<file path="config.mk">
export PLATFORM = sky130hd
export DESIGN_NAME = turn_signal_ctrl
export DESIGN_NICKNAME = d
export VERILOG_FILES = /design/src/rtl/car_pkg.sv /design/src/rtl/debounce.sv /design/src/rtl/turn_signal_ctrl.sv
export SDC_FILE = /design/constraint.sdc
export NUM_CORES = 1
export LEC_CHECK = 0
export ABC_CLOCK_PERIOD_IN_PS = 3300
export CAP_MARGIN = 20
export CORE_MARGIN = 1
export CORE_UTILIZATION = 55
export CTS_BUF_LIST = sky130_fd_sc_hd__clkbuf_16
export CTS_CLUSTER_DIAMETER = 120
export CTS_CLUSTER_SIZE = 10
export DETAILED_ROUTE_END_ITERATION = 6
export HOLD_SLACK_MARGIN = 0.08
export PLACE_DENSITY = 0.72
export SYNTH_ARGS = -nofsm -noshare
export SYNTH_HDL_FRONTEND = slang
export SYNTH_HIERARCHICAL = 1
export SYNTH_SLANG_ARGS = --single-unit
</file>
<file path="constraint.sdc">
create_clock -name clk -period 3.3 [get_ports clk]
set_clock_uncertainty 0.2 [all_clocks]
set_input_delay 0.825 -clock clk [delete_from_list [all_inputs] [get_ports clk]]
set_output_delay 0.825 -clock clk [all_outputs]
set_load 0.05 [all_outputs]
</file>
<file path="src/rtl/car_pkg.sv">
// Shared types and timing defaults for the indicator/hazard controller.
// Timing defaults assume a 50 MHz core clock.
package car_pkg;

  typedef enum logic [2:0] {
    IDLE,
    LEFT,
    RIGHT,
    LANE_L,
    LANE_R
  } state_t;

  localparam int CLK_HZ              = 50_000_000;
  localparam int BLINK_HALF_DEF      = 16_666_667;
  localparam int DEBOUNCE_CYCLES_DEF = 500_000;
  localparam int LANE_TAP_DEF        = 25_000_000;
  localparam int LANE_BLINKS_DEF     = 3;

  // Counter width able to hold 0..limit-1, never narrower than one bit.
  function automatic int cnt_w(input int limit);
    return (limit < 2) ? 1 : $clog2(limit);
  endfunction

endpackage

</file>
<file path="src/rtl/debounce.sv">
// Level debouncer: dout follows din after CYCLES consecutive disagreeing samples.
// Latency CYCLES clocks from a stable change; any glitch restarts the count.
module debounce
  import car_pkg::*;
#(
  parameter int CYCLES = 4
) (
  input  logic clk,
  input  logic rst,
  input  logic din,
  output logic dout
);

  localparam int W = cnt_w(CYCLES);
  localparam logic [W-1:0] LAST = W'(CYCLES - 1);

  logic [W-1:0] cnt;

  always_ff @(posedge clk or negedge rst) begin
    if (!rst) begin
      cnt  <= '0;
      dout <= 1'b0;
    end else if (din == dout) begin
      cnt <= '0;
    end else if (cnt == LAST) begin
      cnt  <= '0;
      dout <= din;
    end else begin
      cnt <= cnt + 1'b1;
    end
  end

endmodule

</file>
<file path="src/rtl/turn_signal_ctrl.sv">
// Turn-signal / hazard controller: debounced stalks and hazard button drive the
// indicator FSM and blink phase; lamps assert 2 edges after a debounced change.
module turn_signal_ctrl
  import car_pkg::*;
#(
  parameter int BLINK_HALF      = BLINK_HALF_DEF,
  parameter int DEBOUNCE_CYCLES = DEBOUNCE_CYCLES_DEF,
  parameter int LANE_TAP        = LANE_TAP_DEF,
  parameter int LANE_BLINKS     = LANE_BLINKS_DEF
) (
  input  logic clk,
  input  logic rst,
  input  logic sw_left,
  input  logic sw_right,
  input  logic btn_hazard,
  output logic lamp_left,
  output logic lamp_right,
  output logic turn_signal_on,
  output logic hazard_on
);

  localparam int PW = cnt_w(BLINK_HALF);
  localparam int HW = cnt_w(LANE_TAP + 1);
  localparam int BW = cnt_w(LANE_BLINKS + 1);
  localparam logic [PW-1:0] P_LAST    = PW'(BLINK_HALF - 1);
  localparam logic [HW-1:0] HOLD_MAX  = HW'(LANE_TAP);
  localparam logic [BW-1:0] BLINK_END = BW'(LANE_BLINKS);

  logic l, r, hz_db, hz_prev, hz_pulse;
  state_t state, state_nxt;
  logic phase, phase_nxt, hazard_en, hazard_nxt, restart;
  logic [PW-1:0] pcnt, pcnt_nxt, gen_pcnt;
  logic gen_phase, gen_fall;
  logic [HW-1:0] hold_cnt, hold_nxt;
  logic [BW-1:0] blink_cnt, blink_nxt, blink_inc;

  debounce #(.CYCLES(DEBOUNCE_CYCLES)) u_db_l  (.clk(clk), .rst(rst), .din(sw_left),    .dout(l));
  debounce #(.CYCLES(DEBOUNCE_CYCLES)) u_db_r  (.clk(clk), .rst(rst), .din(sw_right),   .dout(r));
  debounce #(.CYCLES(DEBOUNCE_CYCLES)) u_db_hz (.clk(clk), .rst(rst), .din(btn_hazard), .dout(hz_db));

  assign hz_pulse  = hz_db & ~hz_prev;
  assign blink_inc = blink_cnt + 1'b1;

  // Free-running blink generator; overridden below on restart or deactivation.
  always_comb begin
    gen_phase = phase;
    gen_pcnt  = pcnt + 1'b1;
    if (pcnt == P_LAST) begin
      gen_pcnt  = '0;
      gen_phase = ~phase;
    end
    gen_fall = phase & ~gen_phase;
  end

  always_comb begin
    state_nxt  = state;
    hazard_nxt = hazard_en ^ hz_pulse;
    phase_nxt  = gen_phase;
    pcnt_nxt   = gen_pcnt;
    hold_nxt   = hold_cnt;
    blink_nxt  = blink_cnt;
    restart    = 1'b0;

    if (hz_pulse) begin
      state_nxt = IDLE;
      restart   = ~hazard_en;
    end else if (!hazard_en) begin
      case (state)
        IDLE: begin
          if (l && !r) begin
            state_nxt = LEFT;
            restart   = 1'b1;
            hold_nxt  = '0;
          end else if (r && !l) begin
            state_nxt = RIGHT;
            restart   = 1'b1;
            hold_nxt  = '0;
          end
        end
        LEFT: begin
          if (r && !l) begin
            state_nxt = RIGHT;
            restart   = 1'b1;
            hold_nxt  = '0;
          end else if (!l) begin
            state_nxt = (hold_cnt < HOLD_MAX) ? LANE_L : IDLE;
            blink_nxt = '0;
          end else if (hold_cnt != HOLD_MAX) begin
            hold_nxt = hold_cnt + 1'b1;
          end
        end
        RIGHT: begin
          if (l && !r) begin
            state_nxt = LEFT;
            restart   = 1'b1;
            hold_nxt  = '0;
          end else if (!r) begin
            state_nxt = (hold_cnt < HOLD_MAX) ? LANE_R : IDLE;
            blink_nxt = '0;
          end else if (hold_cnt != HOLD_MAX) begin
            hold_nxt = hold_cnt + 1'b1;
          end
        end
        LANE_L: begin
          if (l) begin
            state_nxt = LEFT;
            hold_nxt  = '0;
          end else if (r) begin
            state_nxt = RIGHT;
            restart   = 1'b1;
            hold_nxt  = '0;
          end else if (gen_fall) begin
            blink_nxt = blink_inc;
            if (blink_inc == BLINK_END) state_nxt = IDLE;
          end
        end
        LANE_R: begin
          if (r) begin
            state_nxt = RIGHT;
            hold_nxt  = '0;
          end else if (l) begin
            state_nxt = LEFT;
            restart   = 1'b1;
            hold_nxt  = '0;
          end else if (gen_fall) begin
            blink_nxt = blink_inc;
            if (blink_inc == BLINK_END) state_nxt = IDLE;
          end
        end
        default: state_nxt = IDLE;
      endcase
    end

    // Restart wins; otherwise an idle, non-hazard controller parks phase at 0.
    if (restart) begin
      phase_nxt = 1'b1;
      pcnt_nxt  = '0;
    end else if (!hazard_nxt && state_nxt == IDLE) begin
      phase_nxt = 1'b0;
      pcnt_nxt  = '0;
    end
  end

  always_ff @(posedge clk or negedge rst) begin
    if (!rst) begin
      state          <= IDLE;
      hazard_en      <= 1'b0;
      hz_prev        <= 1'b0;
      phase          <= 1'b0;
      pcnt           <= '0;
      hold_cnt       <= '0;
      blink_cnt      <= '0;
      lamp_left      <= 1'b0;
      lamp_right     <= 1'b0;
      turn_signal_on <= 1'b0;
    end else begin
      state          <= state_nxt;
      hazard_en      <= hazard_nxt;
      hz_prev        <= hz_db;
      phase          <= phase_nxt;
      pcnt           <= pcnt_nxt;
      hold_cnt       <= hold_nxt;
      blink_cnt      <= blink_nxt;
      lamp_left      <= phase & (hazard_en | state == LEFT  | state == LANE_L);
      lamp_right     <= phase & (hazard_en | state == RIGHT | state == LANE_R);
      turn_signal_on <= phase & (hazard_en | state != IDLE);
    end
  end

  assign hazard_on = hazard_en;

endmodule

</file>
[After elaboration in Yosys (flattened, before gate mapping)]
Index checks and enable logic that the tools add are counted.
Operators by class
  add/sub/neg operators: 6
  magnitude comparators: 1
  eq/ne operators: 26
  multiplexer cells: 61
  bitwise gates (word level): 19
  reduce and logical (&&, ||, !) cells: 16
Operators with widths (number)
  two-way mux 25 bit: 11
  one-hot mux 25 bit (5 select lines): 1
  two-way mux 19 bit: 6
  two-way mux 24 bit: 3
  adder 19 x 1 -> 19 bit (second input constant): 3
  equality test 19 bit (second input constant): 3
  two-way mux 3 bit: 15
  adder 25 x 1 -> 25 bit (second input constant): 1
  < comparator 25 bit (second input constant): 1
  inequality test 25 bit (second input constant): 1
  adder 24 x 1 -> 24 bit (second input constant): 1
  equality test 24 bit (second input constant): 1
  two-way mux 2 bit: 10
  inequality test 2 bit (second input constant): 8
  one-hot mux 3 bit (5 select lines): 1
  two-way mux 1 bit: 12
  AND reduction 11 bit: 1
  inverter 1 bit: 8
  one-hot mux 2 bit (4 select lines): 1
  AND reduction 8 bit: 1
  equality test 3 x 2 -> 1 bit (second input constant): 2
  logical NOT 3 bit: 2
  inequality test 3 x 1 -> 1 bit (second input constant): 2
  inequality test 3 x 2 -> 1 bit (second input constant): 2
  other kinds (16): 32
Storage, ports and cells
  flip-flop bits (word level): 120
  input bits: 5
  output and inout bits: 4
  word-level logic and storage cells: 145

[Depth between registers and ports, before layout]
Gate-level depths: netlist of the first run.
  depth in word-level cells: 14
  gate-level depth with buffers: 13
  mapped depth without buffers: 12

[Modules after synthesis]
The synthesis of the first run kept the hierarchy.
By module, submodules not included
  turn_signal_ctrl: times used 1, cells each 423, area each 4015.1 µm²
  debounce: times used 3, cells each 103, area each 1029.7 µm²

[Worst setup path after synthesis of the first run]
OpenSTA, ideal clock, no wires.
  kind: register to register
  start point: register pcnt[15]
  end point: register pcnt[16]
  data arrival time: 2692 ps
  path slack: 254 ps
  stages on the path, launching flop included: 12
  buffers on the path: 1
  period minus slack after synthesis: 3046 ps
  cells stage by stage: dfrtp_1 -> or4_1 -> nor4_1 -> nand4_1 -> inv_1 -> ha_1 -> nand2_1 -> a31oi_1 -> nand3_1 -> nor4_2 -> buf_2 -> a2111oi_1
Between the ends
  longest elaborated chain between the ends: 14
  elaborated cells on any way between the ends: 18
  classes of those cells: 1 x add/sub; 1 x eq/ne; 12 x mux; 2 x bitwise; 2 x reduce/logical
RTL lines
  start: declaration: line turn_signal_ctrl.sv:32  | logic [PW-1:0] pcnt, pcnt_nxt, gen_pcnt;
  start signal: assignment: line turn_signal_ctrl.sv:161  | pcnt <= pcnt_nxt;
  equality test 24 bit: line turn_signal_ctrl.sv:48  | if (pcnt == P_LAST) begin
  two-way mux 1 bit: line turn_signal_ctrl.sv:48
  inverter 1 bit: line turn_signal_ctrl.sv:52  | gen_fall = phase & ~gen_phase;
  AND 1 bit: line turn_signal_ctrl.sv:52
  two-way mux 3 bit: line turn_signal_ctrl.sv:125  | end else if (gen_fall) begin
  two-way mux 3 bit (on tied branches): line turn_signal_ctrl.sv:121, turn_signal_ctrl.sv:108
  two-way mux 3 bit (on tied branches): line turn_signal_ctrl.sv:118, turn_signal_ctrl.sv:105
  one-hot mux 3 bit (5 select lines): line turn_signal_ctrl.sv:68  | case (state)
  two-way mux 3 bit: line turn_signal_ctrl.sv:67  | end else if (!hazard_en) begin
  two-way mux 3 bit: line turn_signal_ctrl.sv:64  | if (hz_pulse) begin
  logical NOT 3 bit: line turn_signal_ctrl.sv:138  | end else if (!hazard_nxt && state_nxt == IDLE) begin
  logical AND 1 bit: line turn_signal_ctrl.sv:138
  two-way mux 24 bit (*): line turn_signal_ctrl.sv:138
  two-way mux 24 bit (*): line turn_signal_ctrl.sv:135  | if (restart) begin
  via pcnt_nxt[16]: line turn_signal_ctrl.sv:32
Mark *: on every way through the listed nets, which the timed path passes. The rest lies on a longest branch.
A chain may end at the register's enable or synchronous reset.

[Final worst setup path of the first run]
  start point: register pcnt[15]
  end point: register pcnt[22]
Same word-level chain as after synthesis.

==> results of run 1 <==
==> worst max-delay path by stage <==
| stage | cells after the start | slack (ps) | start | to |
|---|---|---|---|---|
| floorplan | 11 | 250 | pcnt[15] | pcnt[16] |
| global placement | 11 | 200 | pcnt[15] | pcnt[2] |
| detailed placement | 11 | 120 | pcnt[15] | pcnt[3] |
| CTS | 11 | 100 | pcnt[15] | pcnt[3] |
| global route | 12 | -60 | pcnt[15] | pcnt[22] |
| finish | 12 | 70 | pcnt[15] | pcnt[22] |
==> stage by stage <==
stage / TNS, ps / cells / cell area [um^2] / total power [mW] / hold slack, ps
4_1_cts: 0 / 923 / 7980 / 3.44 / 219
3_5_place_dp: 0 / 891 / 7390 / 1.59 / 233
6_report: 0 / 927 / 8090 / 3.40 / 207
2_1_floorplan: 0 / 732 / 7100 / 1.55 / 201
3_3_place_gp: 0 / 891 / 7390 / 1.59 / 215
5_1_grt: -1070 / 927 / 8090 / 3.52 / 252
==> placed cells by master (no fill, tap or decap), drive strengths merged, types with 4 or more instances in the layout <==
cell           count
clkbuf            19
dfrtp            120
nor2b              9
or3               12
a21oi             25
o31ai             16
nand2             46
clkdlybuf4s50      7
nand4             33
o21a               6
xor2              20
o21ai             23
nand3             40
nor3b              4
and2               8
and3               8
o311ai             6
nor4              30
buf               17
nand2b            12
ha                13
xnor2             48
nor4b              8
o41ai              4
mux2               5
a31oi              4
a2111oi           25
nor3              21
nor2              76
or4                7
and4               5
mux2i              5
inv               30
clkinv             8
==> logic make-up (layout without fill, tap and decap cells) <==
group / count (synthesis) / in the layout / share of synthesized area (%)
flip-flops: 120 / 120 / 42.3
AND/OR/NAND/NOR: 329 / 329 / 26.1
buffers and inverters: 64 / 87 / 4.09
adder cells (fa/ha/maj): 13 / 13 / 2.29
multiplexers: 10 / 10 / 1.50
AO/OA/AOI/OAI: 128 / 128 / 15.4
XOR/XNOR: 68 / 68 / 8.38
==> metal layers <==
metal / vias to the layer above / routed length (um) / track usage, %
met5: - / 0 / 0
met4: 0 / 280 / 10.5
met3: 23 / 667 / 6.43
met2: 140 / 7670 / 40.9
met1: 2826 / 6790 / 31.2
li1: 2729 / - / -
==> worst max-delay path: stages, from the launching register on <==
cell	delay (ps)
dfrtp_1	410
or4_1	540
nor4_1	280
nand4_1	170
inv_1	90
ha_1	220
nand2_2	120
o221ai_4	240
a31oi_4	150
nor4_4	220
buf_4	190
clkbuf_16	190
a2111oi_2	60
==> timing repair <==
action / 4_1_cts / 5_1_grt
setup endpoints to repair: 0 / 24
hold buffers: 0 / 0
gates resized for setup: 0 / 8
setup buffers: 0 / 2
==> power by group <==
part	leakage (nW)	internal [mW]	switching [mW]
clock	0.285	1.17	0.661
sequential	1.67	1.48	0.0126
combinational	1.17	0.0208	0.0510
total	3.12	2.67	0.725
==> layout make-up <==
class	count	area share, %
Clock inverter	15	1.99
Tap cell	172	2.66
Inverter	29	1.35
Multi-Input combinational cell	548	48.0
Timing Repair Buffer	26	3.68
Sequential cell	120	37.1
Clock buffer	17	5.26
==> flip-flops by register name, indices dropped and copies added, names as in the netlist <==
| register | count |
|---|---|
| u_db_hz/cnt | 19 |
| blink_cnt | 2 |
| pcnt | 24 |
| u_db_l/dout | 1 |
| hazard_on | 1 |
| u_db_l/cnt | 19 |
| state | 3 |
| hz_prev | 1 |
| lamp_left | 1 |
| u_db_r/dout | 1 |
| phase | 1 |
| u_db_r/cnt | 19 |
| hold_cnt | 25 |
| turn_signal_on | 1 |
| lamp_right | 1 |
| u_db_hz/dout | 1 |
==> metrics.md, run 1 <==
| Metric | Value |
|---|---|
| Fin util | 64.1% |
| Asr flop ratio synth | 100% |
| Status | finished clean |
| Iteration-0 DRC Markers | approximately 340 |
| Slew headroom | just under 40% |
| H-Tree Depth | 4 |
| Site Rows | 41 |
| Clock sinks | 120 |
| First-pass GRT wire length | roughly 26000 um |
| Area contributors post-synth | dfrtp_1 42%, xnor2_1 5.9%, nor2_1 4.0% |
| Fillers | 1070 |
| WS Path Type | reg -> reg |
| Peak supply drop | between 0.4 and 0.5 mV |
| Via count | 5718 |
| DRT Pass-1 Iters | 5 |
| Final WL | 15400 um |
| Period Utilization, post-route | 97.9% |
| Nets | between 700 and 800 |
| Final hold violation count | 0 |
| Initial Utilization | ~56% |
| Num CTS Buffers | 17 |
| FF-to-FF Start | pcnt[15] |
| Synthesized cell area | 7100 um^2 |
| Fin worst setup slack | 67.8 ps |
| Multi-input logic area | between 3000 and 4000 um^2 |
| Reg2reg end | pcnt[22] |
| Cells after Synth | roughly 730 |
| Die area | ~13000 um^2 |
| Max FO, Critical Path | 12 |
| FF+latch count, synth | 120 |
| Final Critical Period | approximately 3200 ps |
| Clock Tree Root | clkbuf_16 |
| Final ANT Viol Nets | 0 |
| EDFF count, synth | 0 |
| Worst reg-to-reg path cell count | 12 |
| Residual DRC | 0 |
| Crit path required time | about 3400 ps |
| Routed WL per cell | 16.6 um |
| Die H | 116 um |
| Pre-CTS setup slack | 121 ps |
| Fraction of the yosys area taken by sequential cells | roughly 42% |
| Global route overflow | 0 |
| Fin. max-slew vios | 0 |
| CP Capture Type | register |
| Register area | roughly 3000 um^2 |
| Vias per cell | a little over 6 |
| Worst setup SP type | register |
| Die X | around 120 um |
| Io pins | 9 |
| Final setup viols | 0 |
| Top cell type by total area after synthesis | dfrtp_1 |
| FMAX | around 0.31 GHz |
| Skew-Pair Late Insertion Delay | ~420 ps |
| GP Congestion | slightly below 0.9 |
| Vias in the first global route | roughly 5700 |
| Synth unique cells | ~70 |
| Worst path arrival time | 3320 ps |
| Largest net degree at the start of global routing | 56 |
| PD cells | around 420 nW/um^2 |
| Detailed Place HPWL | 10100 um |
| Initial antenna violation count | 0 |
| Worst-path clk slew | 60 ps |
| Post-synth top area share | 42.3% |
| Syn_area_per_cell | 9.71 um^2 |
| Bufs on Longest Clock Path | 2 |
| Synth top cells by count | 120 x dfrtp_1, 76 x nor2_1, 48 x xnor2_1 |
| Area grow syn2layout | 13.9% |
| LEAKAGE | 3.12 nW |
| Core box area | about 13000 um^2 |
| GRT Total Usage | 24.9% |
| Worst R2R Setup Slack | 70 ps |
| Ys flop type | dfrtp_1 |
| CTS tree | done |
| Max-cap violations | 0 |
| Hold crit path type | in -> async |
| Most common cell in the netlist | dfrtp_1 |
| Slew @ Worst Pin | slightly above 900 ps |
| Syn. warnings | 6 |
| Layout cells sized above 1 | a little over an eighth |
| Port buffer count | 8 |
| Syn_nets | 750 |
| Ant. Diodes | 0 |
No activity file was read; power rests on OpenSTA's default activity.
==> run 2, diff against run 1 <==
--- a/config.mk
+++ b/config.mk
@@ -8,13 +8,14 @@
 export ABC_CLOCK_PERIOD_IN_PS = 3300
 export CAP_MARGIN = 20
 export CORE_MARGIN = 1
-export CORE_UTILIZATION = 55
+export CORE_UTILIZATION = 23
 export CTS_BUF_LIST = sky130_fd_sc_hd__clkbuf_16
 export CTS_CLUSTER_DIAMETER = 120
-export CTS_CLUSTER_SIZE = 10
+export CTS_CLUSTER_SIZE = 8
 export DETAILED_ROUTE_END_ITERATION = 6
 export HOLD_SLACK_MARGIN = 0.08
-export PLACE_DENSITY = 0.72
+export MAX_ROUTING_LAYER = met4
+export PLACE_DENSITY = 0.37
 export SYNTH_ARGS = -nofsm -noshare
 export SYNTH_HDL_FRONTEND = slang
 export SYNTH_HIERARCHICAL = 1
==> metrics.md, run 2 (synthesized netlist as in run 1, its figures left out) <==
| Metric | Value |
|---|---|
| Max FO, Critical Path | 13 |
| Port buffer count | 8 |
| Routed WL per cell | 15.2 um |
| Core box area | approximately 30000 um^2 |
| Final hold violation count | 0 |
| CP Capture Type | register |
| Nets | slightly below 800 |
| Via count | around 5600 |
| Bufs on Longest Clock Path | 2 |
| Detailed Place HPWL | between 10000 and 15000 um |
| GP Congestion | 0.772 |
| LEAKAGE | about 3.2 nW |
| Final setup viols | 0 |
| Peak supply drop | approximately 0.35 mV |
| Area grow syn2layout | 20.0% |
| Residual DRC | 0 |
| RSZ-0062 raised after global routing | false |
| Num CTS Buffers | 17 |
| DRT Pass-1 Iters | 5 |
| Worst-path clk slew | ~60 ps |
| Reg2reg end | pcnt[1] |
| Worst setup SP type | register |
| Initial antenna violation count | 0 |
| H-Tree Depth | 4 |
| PD cells | around 430 nW/um^2 |
| Fillers | 3106 |
| CTS tree | done |
| Final Critical Period | 3100 ps |
| Skew-Pair Late Insertion Delay | 430 ps |
| Ant. Diodes | 0 |
| Worst path arrival time | between 3000 and 4000 ps |
| FF-to-FF Start | pcnt[15] |
| Io pins | 9 |
| Max FFs per register | 25 |
| Max-cap violations | 0 |
| Hold crit path type | in -> async |
| Final WL | 17600 um |
| WS Path Type | reg -> reg |
| Fin util | about 28% |
| Cts hold-fix bufs | 0 |
| Vias per cell | around 4.8 |
| Site Rows | 63 |
| GRT Total Usage | about an eighth |
| Largest net degree at the start of global routing | slightly below 60 |
| Die area | approximately 32000 um^2 |
| Crit path required time | around 3400 ps |
| Global route overflow | 0 |
| Period Utilization, post-route | 94.0% |
| Final ANT Viol Nets | 0 |
| Layout cells sized above 1 | 14.8% |
| First-pass GRT wire length | between 20000 and 30000 um |
| Slew headroom | between 30% and 40% |
| FMAX | 0.322 GHz |
| Worst R2R Setup Slack | between 150 and 200 ps |
| Biggest registers after layout | hold_cnt: 25 flops, pcnt: 24 flops |
| Setup crit start | pcnt[15] |
| Clock Tree Root | clkbuf_16 |
| Biggest register | hold_cnt |
| Die H | ~180 um |
| Clock sinks | between 100 and 150 |
| Most frequent cells in the layout | 120 x dfrtp_1, 75 x nor2_1, 48 x xnor2_1 |
| Vias in the first global route | 5602 |
| TNS Setup | 0 ps |
| Most common cell after layout, fill and taps aside | dfrtp_1 |
| Slew @ Worst Pin | 1010 ps |
| Worst reg-to-reg path cell count | 12 |
| Die X | 178 um |
| Status | finished clean |
| Fin. max-slew vios | 0 |
| Initial Utilization | a little under a quarter |
| Iteration-0 DRC Markers | around 340 |
==> run 2: cell types whose count changed in the layout (fill, tap and decap cells not counted), sizes merged <==
cell	before	now
clkinv	8	3
clkinvlp	3	1
inv	30	35
bufinv	3	5
buf	17	28
==> run 2: where the power goes <==
| part | internal, mW | switching [mW] | total, mW | leakage, nW |
|---|---|---|---|---|
| Sequential | 1.48 | 0.0131 | 1.49 | 1.67 |
| Combinational | 0.0210 | 0.0536 | 0.0746 | 1.22 |
| Clock | 1.36 | 0.770 | 2.13 | 0.321 |
==> run 2: how the worst max path moves through the flow <==
stage,cells past startpoint,slack [ps],endpoint
floorplan,11,250,pcnt[16]
global placement,11,110,pcnt[2]
detailed placement,11,50,pcnt[3]
CTS,11,20,pcnt[1]
global route,12,20,pcnt[17]
finish,12,200,pcnt[1]
==> run 2: what timing repair did <==
item | 4_1_cts | 5_1_grt
gates resized for setup | 0 | 7
buffers inserted | 0 | 2
setup endpoints to repair | 0 | 25
==> run 2: area by class of cell <==
cell class | instances | area, um^2 | area share (%)
Timing Repair Buffer | 37 | 384 | 4.51
Tap cell | 390 | 488 | 5.73
Clock buffer | 17 | 425 | 4.99
Inverter | 29 | 109 | 1.28
Sequential cell | 120 | 3000 | 35.2
Multi-Input combinational cell | 548 | 3870 | 45.5
Clock inverter | 15 | 239 | 2.80
==> run 2: metrics by stage <==
stage / cell area, um^2 / power, mW / std cells / hold slack [ps] / setup slack [ps]
floorplan: 7100 / 1.55 / 732 / 201 / 254
CTS: 8410 / 3.78 / 1152 / 197 / 22.0
detailed placement: 7750 / 1.60 / 1120 / 245 / 47.2
global route: 8520 / 3.85 / 1156 / 212 / 15.5
global placement: 7750 / 1.60 / 1120 / 237 / 106
finish: 8520 / 3.70 / 1156 / 186 / 197
==> run 2: critical path, stage by stage, from the launching register on <==
cell and delay (ps):
dfrtp_1 410, or4_1 560, nor4_2 180, nand4_1 170, inv_1 100, ha_1 190
nand2_1 130, a31oi_2 210, o211ai_1 150, a32oi_2 230, buf_4 170, buf_12 150
a2111oi_0 100
==> run 2: layer usage <==
layer | routed length [um] | track usage (%)
met2 | 8320 | 18.8
met1 | 8680 | 15.9
met5 | 0 | -
met3 | 455 | 2.57
met4 | 132 | 3.67
==> run 3, diff against run 2 <==
--- a/config.mk
+++ b/config.mk
@@ -20,3 +20,4 @@
 export SYNTH_HDL_FRONTEND = slang
 export SYNTH_HIERARCHICAL = 1
 export SYNTH_SLANG_ARGS = --single-unit
+export TNS_END_PERCENT = 20
==> results of run 3 <==
Same layout as run 2: the final DEF is identical, and so are final timing and power.
